### config.mk
export PLATFORM = sky130hd
export DESIGN_NAME = program_loader_flat
export DESIGN_NICKNAME = d
export VERILOG_FILES = /design/src/rtl/program_loader_if.sv /design/src/rtl/program_loader.sv /design/src/flat_wrapper.sv
export SDC_FILE = /design/constraint.sdc
export NUM_CORES = 1
export LEC_CHECK = 0
export ABC_AREA = 1
export CORE_UTILIZATION = 42
export DETAILED_ROUTE_END_ITERATION = 10
export PLACE_DENSITY = 0.86
export SLEW_MARGIN = 10
export SYNTH_ARGS = -nofsm -noshare
export SYNTH_HDL_FRONTEND = slang
export SYNTH_SLANG_ARGS = --single-unit
### constraint.sdc
create_clock -name clk -period 2.02 [get_ports clk]
set_clock_uncertainty 0.1 [all_clocks]
set_input_delay 0.606 -clock clk [delete_from_list [all_inputs] [get_ports clk]]
set_output_delay 0.606 -clock clk [all_outputs]
set_load 0.1 [all_outputs]
### src/rtl/program_loader_if.sv
// Instruction field stream between host/boot logic and the program loader.
interface program_loader_if;
  logic        in_valid;
  logic        in_ready;
  logic [1:0]  in_fmt;
  logic [6:0]  in_opcode;
  logic [4:0]  in_dst;
  logic [4:0]  in_src1;
  logic [4:0]  in_src2;
  logic [31:0] in_imm;

  // Host side: offers field sets
  modport master (
    output in_valid, in_fmt, in_opcode, in_dst, in_src1, in_src2, in_imm,
    input  in_ready
  );

  // Loader side: consumes field sets
  modport slave (
    input  in_valid, in_fmt, in_opcode, in_dst, in_src1, in_src2, in_imm,
    output in_ready
  );
endinterface

### src/rtl/program_loader.sv
// Encodes R/M/B/J instruction field sets into 32-bit words and writes them
// sequentially into instruction memory during a start..finish load session.
// Optional feature macro: LOADER_RANGE_CHECK_EN (immediate range checking;
// illegal sets are consumed without a write and raise a sticky err).
module program_loader #(
  parameter int unsigned ADDR_W = 8,
  parameter int unsigned DEPTH  = 256
) (
  input  logic              clk,
  input  logic              rst_n,
  input  logic              start,
  input  logic              finish,
  program_loader_if.slave   bus,
  output logic              imem_we,
  output logic [ADDR_W-1:0] imem_addr,
  output logic [31:0]       imem_wdata,
  output logic [ADDR_W:0]   count,
  output logic              busy,
  output logic              full,
  output logic              done,
  output logic              err
);

  localparam int unsigned CNT_W = ADDR_W + 1;
  localparam logic [1:0]  FMT_M = 2'd1;
  localparam logic [1:0]  FMT_B = 2'd2;
  localparam logic [1:0]  FMT_J = 2'd3;

  typedef enum logic [1:0] {IDLE, LOAD, DONE} state_t;

  state_t           state_q, state_d;
  logic             accept_c;
  logic             legal_c;
  logic             write_c;
  logic             err_d;
  logic [CNT_W-1:0] count_d;
  logic [31:0]      enc_c;

  // Ready whenever a session is open and memory has room; count doubles as write pointer
  assign bus.in_ready = (state_q == LOAD) && !full;
  assign accept_c     = bus.in_valid && bus.in_ready;

  // Pack fields into the decode-stage word layout; B offsets are stored in words
  always_comb begin
    enc_c = {bus.in_opcode, bus.in_dst, bus.in_src1, bus.in_src2, 10'd0};
    case (bus.in_fmt)
      FMT_M: enc_c[14:0] = bus.in_imm[14:0];
      FMT_B: begin
        enc_c[24:20] = bus.in_imm[16:12];
        enc_c[9:0]   = bus.in_imm[11:2];
      end
      FMT_J: begin
        enc_c[24:20] = bus.in_imm[19:15];
        enc_c[14:0]  = bus.in_imm[14:0];
      end
      default: ;
    endcase
  end

`ifdef LOADER_RANGE_CHECK_EN
  // Immediate must fit the field without loss (sign-extension bits all equal)
  always_comb begin
    legal_c = 1'b1;
    case (bus.in_fmt)
      FMT_M: legal_c = (&bus.in_imm[31:14]) || (~|bus.in_imm[31:14]);
      FMT_B: legal_c = (bus.in_imm[1:0] == 2'b00) &&
                       ((&bus.in_imm[31:16]) || (~|bus.in_imm[31:16]));
      FMT_J: legal_c = ~|bus.in_imm[31:20];
      default: ;
    endcase
  end
`else
  // Without checking, immediates are truncated by the encoder
  logic unused_imm;
  assign legal_c    = 1'b1;
  assign unused_imm = ^bus.in_imm[31:20];
`endif

  // Session FSM plus counter/error next values; start overrides everything,
  // including a set offered in the same cycle
  always_comb begin
    state_d = state_q;
    count_d = count;
    err_d   = err;
    write_c = 1'b0;
    case (state_q)
      IDLE:    if (start) state_d = LOAD;
      LOAD:    if (start) state_d = LOAD;
               else if (finish) state_d = DONE;
      DONE:    if (start) state_d = LOAD;
      default: state_d = IDLE;
    endcase
    if (start) begin
      count_d = '0;
      err_d   = 1'b0;
    end else if (accept_c) begin
      if (legal_c) begin
        write_c = 1'b1;
        count_d = count + CNT_W'(1);
      end else begin
        err_d = 1'b1;
      end
    end
  end

  // State register
  always_ff @(posedge clk or negedge rst_n) begin
    if (!rst_n) state_q <= IDLE;
    else        state_q <= state_d;
  end

  // Registered memory write port and status outputs
  always_ff @(posedge clk or negedge rst_n) begin
    if (!rst_n) begin
      imem_we    <= 1'b0;
      imem_addr  <= '0;
      imem_wdata <= '0;
      count      <= '0;
      busy       <= 1'b0;
      full       <= 1'b0;
      done       <= 1'b0;
      err        <= 1'b0;
    end else begin
      imem_we <= write_c;
      if (write_c) begin
        imem_addr  <= count[ADDR_W-1:0];
        imem_wdata <= enc_c;
      end
      count <= count_d;
      full  <= (count_d == CNT_W'(DEPTH));
      busy  <= (state_d == LOAD);
      done  <= (state_d == DONE);
      err   <= err_d;
    end
  end

endmodule

### src/flat_wrapper.sv
// flat-port wrapper written by rule: the top's interface ports become plain ports
module program_loader_flat 
#(
  parameter int unsigned ADDR_W = 8,
  parameter int unsigned DEPTH  = 256
)
  (clk, rst_n, start, finish, imem_we, imem_addr, imem_wdata, count, busy, full, done, err, bus_in_valid, bus_in_fmt, bus_in_opcode, bus_in_dst, bus_in_src1, bus_in_src2, bus_in_imm, bus_in_ready);
  program_loader_if bus_i ();
  input  logic clk;
  input  logic rst_n;
  input  logic start;
  input  logic finish;
  output logic imem_we;
  output logic [ADDR_W-1:0] imem_addr;
  output logic [31:0] imem_wdata;
  output logic [ADDR_W:0] count;
  output logic busy;
  output logic full;
  output logic done;
  output logic err;
  input wire logic [$bits(bus_i.in_valid)-1:0] bus_in_valid;
  input wire logic [$bits(bus_i.in_fmt)-1:0] bus_in_fmt;
  input wire logic [$bits(bus_i.in_opcode)-1:0] bus_in_opcode;
  input wire logic [$bits(bus_i.in_dst)-1:0] bus_in_dst;
  input wire logic [$bits(bus_i.in_src1)-1:0] bus_in_src1;
  input wire logic [$bits(bus_i.in_src2)-1:0] bus_in_src2;
  input wire logic [$bits(bus_i.in_imm)-1:0] bus_in_imm;
  output wire logic [$bits(bus_i.in_ready)-1:0] bus_in_ready;
  assign bus_i.in_valid = bus_in_valid;
  assign bus_i.in_fmt = bus_in_fmt;
  assign bus_i.in_opcode = bus_in_opcode;
  assign bus_i.in_dst = bus_in_dst;
  assign bus_i.in_src1 = bus_in_src1;
  assign bus_i.in_src2 = bus_in_src2;
  assign bus_i.in_imm = bus_in_imm;
  assign bus_in_ready = bus_i.in_ready;
  program_loader #(.ADDR_W(ADDR_W), .DEPTH(DEPTH)) u_core (.clk(clk), .rst_n(rst_n), .start(start), .finish(finish), .bus(bus_i), .imem_we(imem_we), .imem_addr(imem_addr), .imem_wdata(imem_wdata), .count(count), .busy(busy), .full(full), .done(done), .err(err));
endmodule
==> impl_metrics.env, run 1 <==
export IMPL_fillers=363
export IMPL_first_pass_iters=4
export IMPL_clkTransAtPathRegs_ns=0.11
export IMPL_ir_worst_vdd_v=0.000954
export IMPL_core_um2=5960
export IMPL_cpLargestDelayFamily="buffers and inverters"
export IMPL_setup_viol=0
export IMPL_port_buffers=102
export IMPL_drc_errors=0
export IMPL_fin_crit_sh=0.965
export IMPL_die_h_um=80.8
export IMPL_viasPerCell=4.91
export IMPL_wl_met2_um=3950
export IMPL_cts_buffers=5
export IMPL_ios=116
export IMPL_synthesis_area_um2=2610
export IMPL_route_met3_wl_um=513
export IMPL_powerDensity_nw_per_um2=1070
export IMPL_cts_tree="built"
export IMPL_r2r_start="u_core.count[1]"
export IMPL_outcome="finished, final reports clean"
export IMPL_syn_to_final_growth_pct=73.8
export IMPL_path_buf_inv=2
export IMPL_grt_max_degree=29
export IMPL_drv_cap=0
export IMPL_root_buffer="clkbuf_8"
export IMPL_cts_path_max_buffers=2
export IMPL_holdWs_ns=0.195
export IMPL_synth_common_cells="130 x nand2_1, 55 x dfrtp_1, 37 x inv_1"
export IMPL_cp_max_fo=9
export IMPL_fin_crit_ns=1.95
export IMPL_top_layer="met4"
export IMPL_synth_top_area_share=0.527
export IMPL_cpMaxStageDelayCell="clkdlybuf4s50_1"
export IMPL_dp_hpwl_um=5800
export IMPL_ff2ff_path_depth=7
export IMPL_wl_per_cell_um=14.6
export IMPL_wirelength_met1_um=3010
export IMPL_power_mw=4.86
export IMPL_overflow=0
export IMPL_power_frac_comb=0.560
export IMPL_via_count=2541
export IMPL_htreeDepth=2
export IMPL_clock_sinks=55
export IMPL_antenna_cells=0
export IMPL_grt_pass1_wl_um=11800
export IMPL_path_cells="clkdlybuf4s50_1, inv_1, nor2_4, nand3_1, o21ai_0, nand2_1, nor2_1"
export IMPL_seq_area_frac_synth=0.527
export IMPL_gr_usage_all_layers=0.234
export IMPL_die_w_um=80.8
export IMPL_hold_buffers=0
export IMPL_max_freq_mhz=513
export IMPL_ant_nets=0
export IMPL_rows=28
export IMPL_synth_area_leader_cell="dfrtp_1"
export IMPL_pwr_share_seq=0.310
export IMPL_crit_path_end_kind="flop"
export IMPL_drtIter0Drc=116
export IMPL_drive_gt1_frac=0.239
export IMPL_syn_inst=321
export IMPL_synth_top_flop_cell="dfrtp_1"
export IMPL_required_ns=2.16
export IMPL_clock_latency_ns=0.30
export IMPL_synthArstFlopShare=1.00
export IMPL_synth_distinct_cells=25
export IMPL_netSwitchingFraction=0.484
export IMPL_cp_slowest_stage_delay_ns=0.57
export IMPL_slew_viol_final=0
export IMPL_rsz0062_at_grt="false"
export IMPL_yosysMostFrequentCell="nand2_1"
export IMPL_synth_warnings=0
export IMPL_drt_wl_total_um=7540
export IMPL_startpoint_type="input pin"
export IMPL_nNetsFinal=504
export IMPL_reg2reg_to="u_core.full"
export IMPL_final_core_util=0.762
export IMPL_synth_edf_count=0
export IMPL_power_leakage_nw=2.22
export IMPL_hold_path_class="in -> async"
export IMPL_grt_antenna_before_repair=0
export IMPL_syn_area_per_cell_um2=8.13
export IMPL_r2r_slack_ns=0.32
export IMPL_dieArea_um2=6530
export IMPL_ys_seq_elements=55
export IMPL_hold_viol=0
export IMPL_multi_input_area_um2=1000
export IMPL_grt_pass1_vias=2603
export IMPL_internal_power_mw=2.51
export IMPL_cp_arrival_ns=2.09
export IMPL_start_util=0.438
export IMPL_synth_nets=383
export IMPL_synth_area_top_cells="dfrtp_1 53%, nand2_1 19%, inv_1 5.3%"
export IMPL_register_area_um2=1380
export IMPL_routabilityCongestion=0.902
export IMPL_p_clk_frac=0.130
export IMPL_path_class="in -> reg"
export IMPL_power_switching_mw=2.35
export IMPL_tns_ns=0
layer usage:
layer,track usage,vias to the layer above
li1,-,1239
met2,0.458,102
met3,0.0427,6
met1,0.258,1194
met5,0,-
met4,0.0500,0
cells by family after synthesis:
logic type,synth area share
flip-flops,0.527
AO/OA/AOI/OAI,0.0944
other,0.00144
buffers and inverters,0.0935
adder cells (fa/ha/maj),0.00479
AND/OR/NAND/NOR,0.279
power by group through the flow:
stage	registers, mW	clock network (mW)	logic (mW)
finish	1.50	0.633	2.72
global route	1.52	0.693	2.81
CTS	1.50	0.647	2.73
detailed placement	1.52	0	2.72
global placement	1.50	0	2.68
floorplan	2.75	0	0.327
timing repair:
item | CTS | global route
buffers inserted | 1 | 2
pin swaps | 1 | 2
endpoints found under the setup margin | 1 | 2
resized for setup | 1 | 2
cloned | 0 | 0
flip-flops by register name (all words and copies together) (netlist names):
name               flops
u_core.imem_wdata     32
u_core.state_q         2
u_core.imem_addr       8
u_core.busy            1
u_core.full            1
u_core.count           9
u_core.done            1
u_core.imem_we         1
metrics by stage:
stage	instances	worst slack [ns]	instance area, um2
floorplan	321	0.00667	2620
global placement	507	-0.189	4410
detailed placement	507	-0.242	4410
global route	518	0.00119	4540
finish	518	0.0704	4540
CTS	516	0.0220	4510
worst max path at each step:
stage                            from           end  depth (start not counted)
finish                   bus_in_valid   u_core.full                          7
global route        u_core.state_q[1]  bus_in_ready                          4
CTS                 u_core.state_q[1]  bus_in_ready                          4
detailed placement       bus_in_valid   u_core.full                          9
global placement         bus_in_valid   u_core.full                          9
floorplan             u_core.count[5]   u_core.full                          8
cells in the final DEF (no fill, tap or decap), types with 2 or more instances in the layout:
| cell type | instances |
|---|---|
| buf_4 | 20 |
| buf_12 | 59 |
| a21oi_1 | 4 |
| nand3_1 | 9 |
| o21ai_0 | 16 |
| inv_2 | 2 |
| nand2_1 | 129 |
| o31ai_1 | 2 |
| nor2_4 | 3 |
| clkdlybuf4s50_1 | 47 |
| clkinv_4 | 2 |
| nor2_1 | 18 |
| clkbuf_8 | 5 |
| o31ai_2 | 4 |
| o21a_1 | 5 |
| dfrtp_2 | 4 |
| dfrtp_1 | 51 |
| o22ai_1 | 7 |
| nand4_1 | 8 |
| inv_1 | 37 |
final cells by class:
type | count | share of cell area
Clock inverter | 3 | 0.00552
Tap cell | 75 | 0.0207
Clock buffer | 5 | 0.0152
Multi-Input combinational cell | 212 | 0.221
Timing Repair Buffer | 127 | 0.398
Inverter | 41 | 0.0345
Sequential cell | 55 | 0.304
Note: power is estimated with default switching activity, not from simulation.
==> run 2, diff against run 1 <==
--- a/config.mk
+++ b/config.mk
@@ -6,9 +6,10 @@
 export NUM_CORES = 1
 export LEC_CHECK = 0
 export ABC_AREA = 1
-export CORE_UTILIZATION = 42
+export CORE_UTILIZATION = 41
 export DETAILED_ROUTE_END_ITERATION = 10
-export PLACE_DENSITY = 0.86
+export DONT_BUFFER_PORTS = 1
+export PLACE_DENSITY = 0.61
 export SLEW_MARGIN = 10
 export SYNTH_ARGS = -nofsm -noshare
 export SYNTH_HDL_FRONTEND = slang
==> run 2 against run 1 <==
Against the previous run:
- wire length is 19% lower
- maximum frequency up 3.3%
- power shrank 16%
- utilization is 23 points lower
- clock-buffer cell count stayed put
- combinational power decreased by 22%
- critical path depth decreased by 3
- die area grew 2.4%
- first-iteration DRC count fell by 34%
- register-to-register slack lost 0.05 ns
- cell count shrank 13%
- largest cell class is now sequential cells
==> impl_metrics.env, run 2 (synthesis results as in run 1) <==
export IMPL_dieArea_um2=6690
export IMPL_power_mw=4.08
export IMPL_ant_nets=0
export IMPL_fillers=602
export IMPL_ir_worst_vdd_v=0.000718
export IMPL_hold_viol=0
export IMPL_top_layer="met4"
export IMPL_die_h_um=81.8
export IMPL_ff2ff_path_depth=7
export IMPL_rsz0062_at_grt="false"
export IMPL_route_met3_wl_um=528
export IMPL_stdcell_count=451
export IMPL_drt_wl_total_um=6130
export IMPL_worst_slack_ns=0.132
export IMPL_max_freq_mhz=530
export IMPL_place_inst=439
export IMPL_r2r_start="u_core.state_q[1]"
export IMPL_htreeDepth=2
export IMPL_start_util=0.433
export IMPL_root_buffer="clkbuf_8"
export IMPL_drv_cap=0
export IMPL_place_ws_ns=0.189
export IMPL_via_count=2236
export IMPL_core_um2=6030
export IMPL_grt_antenna_before_repair=0
export IMPL_fin_crit_sh=0.934
export IMPL_hold_path_class="in -> async"
export IMPL_fin_crit_ns=1.89
export IMPL_grt_pass1_vias=2077
export IMPL_dp_hpwl_um=4350
export IMPL_overflow=0
export IMPL_powerDensity_nw_per_um2=1270
export IMPL_antenna_cells=0
export IMPL_routabilityCongestion=0.814
export IMPL_grt_pass1_wl_um=9760
export IMPL_largest_reg_flops=32
export IMPL_setup_viol=0
export IMPL_final_common_cell="nand2_1"
export IMPL_required_ns=1.31
export IMPL_startpoint_type="flop"
export IMPL_register_area_um2=1380
export IMPL_layout_common_cells="130 x nand2_1, 57 x buf_4, 50 x dfrtp_1, 37 x inv_1, 18 x nor2_1"
export IMPL_cp_arrival_ns=1.18
export IMPL_gr_usage_all_layers=0.194
export IMPL_drive_gt1_frac=0.229
export IMPL_first_pass_iters=5
export IMPL_viasPerCell=4.96
export IMPL_clock_latency_ns=0.31
export IMPL_nNetsFinal=437
export IMPL_slew_viol_final=0
export IMPL_outcome="finished, final reports clean"
export IMPL_relSlewSlack=0.484
export IMPL_r2r_slack_ns=0.27
export IMPL_crit_path_end_kind="output port"
export IMPL_grt_max_degree=56
export IMPL_drtIter0Drc=76
export IMPL_cts_path_max_buffers=2
export IMPL_wirelength_met1_um=2640
export IMPL_top_regs="u_core.imem_wdata (32), u_core.count (9), u_core.imem_addr (8)"
export IMPL_reg2reg_to="u_core.imem_wdata[10]"
export IMPL_syn_to_final_growth_pct=23.1
export IMPL_port_buffers=0
export IMPL_wl_per_cell_um=13.6
export IMPL_cts_tree="built"
export IMPL_holdWs_ns=0.0396
export IMPL_clkTransAtPathRegs_ns=0.11
export IMPL_tns_ns=0
export IMPL_worst_pin_slew_ns=0.773
export IMPL_largest_register="u_core.imem_wdata"
export IMPL_cts_buffers=5
export IMPL_die_w_um=81.8
export IMPL_cp_max_fo=3
export IMPL_multi_input_area_um2=997
export IMPL_clock_sinks=55
export IMPL_wl_met2_um=2860
export IMPL_path_class="reg -> out"
export IMPL_ios=116
export IMPL_rows=28
export IMPL_power_leakage_nw=1.74
export IMPL_drc_errors=0
run 2: cell types whose count changed in the layout (fill, tap and decap cells not counted), sizes merged:
cell / change
buf: -20
clkdlybuf4s50: -47
clkinv: -1
clkinvlp: +1
run 2: per-layer routing:
metal / vias up / GRT usage
met2: 81 / 0.313
met1: 1043 / 0.251
met4: 0 / 0.0544
met5: - / 0
met3: 9 / 0.0556
li1: 1103 / -
run 2: worst max-delay path: stages, from the launching register on:
cell and delay, ns:
dfrtp_1 0.41, inv_2 0.06, nand2_1 0.07, nor2_4 0.15, buf_12 0.18
run 2: power by group:
group	leakage, nW	total, mW	switching (mW)	internal [mW]
sequential	0.699	1.36	0.0745	1.28
combinational	0.997	2.11	1.72	0.388
clock	0.0402	0.613	0.371	0.242
total	1.74	4.08	2.17	1.92
run 2: worst max-delay path by stage:
stage	start	endpoint	slack, ns	cells after the start
2_1_floorplan	u_core.count[5]	u_core.full	0.007	8
3_3_place_gp	bus_in_valid	u_core.imem_wdata[12]	0.23	5
3_5_place_dp	bus_in_valid	u_core.imem_wdata[10]	0.19	5
4_1_cts	u_core.state_q[0]	bus_in_ready	0.03	3
5_1_grt	u_core.state_q[1]	bus_in_ready	0.06	4
6_report	u_core.state_q[1]	bus_in_ready	0.13	4
run 2: final cells by class:
cell class                 count  share of cell area
clock buffer                   5              0.0214
clock inverter                 3             0.00623
timing repair buffer          60               0.154
sequential                    55               0.430
tap                           75              0.0292
multi-input combinational    212               0.310
inverter                      41              0.0479
run 2: what timing repair did:
action                                  in CTS  in global routing
endpoints found under the setup margin       1                  1
resized for setup                            1                  0
hold endpoints to repair                    55                  0
buffers inserted                             1                  2
hold buffers                                 1                  0
run 2: per-stage QoR:
stage	area, um2	util
global route	3210	0.533
global placement	3070	0.510
finish	3210	0.533
floorplan	2620	-
CTS	3200	0.531
detailed placement	3070	0.510
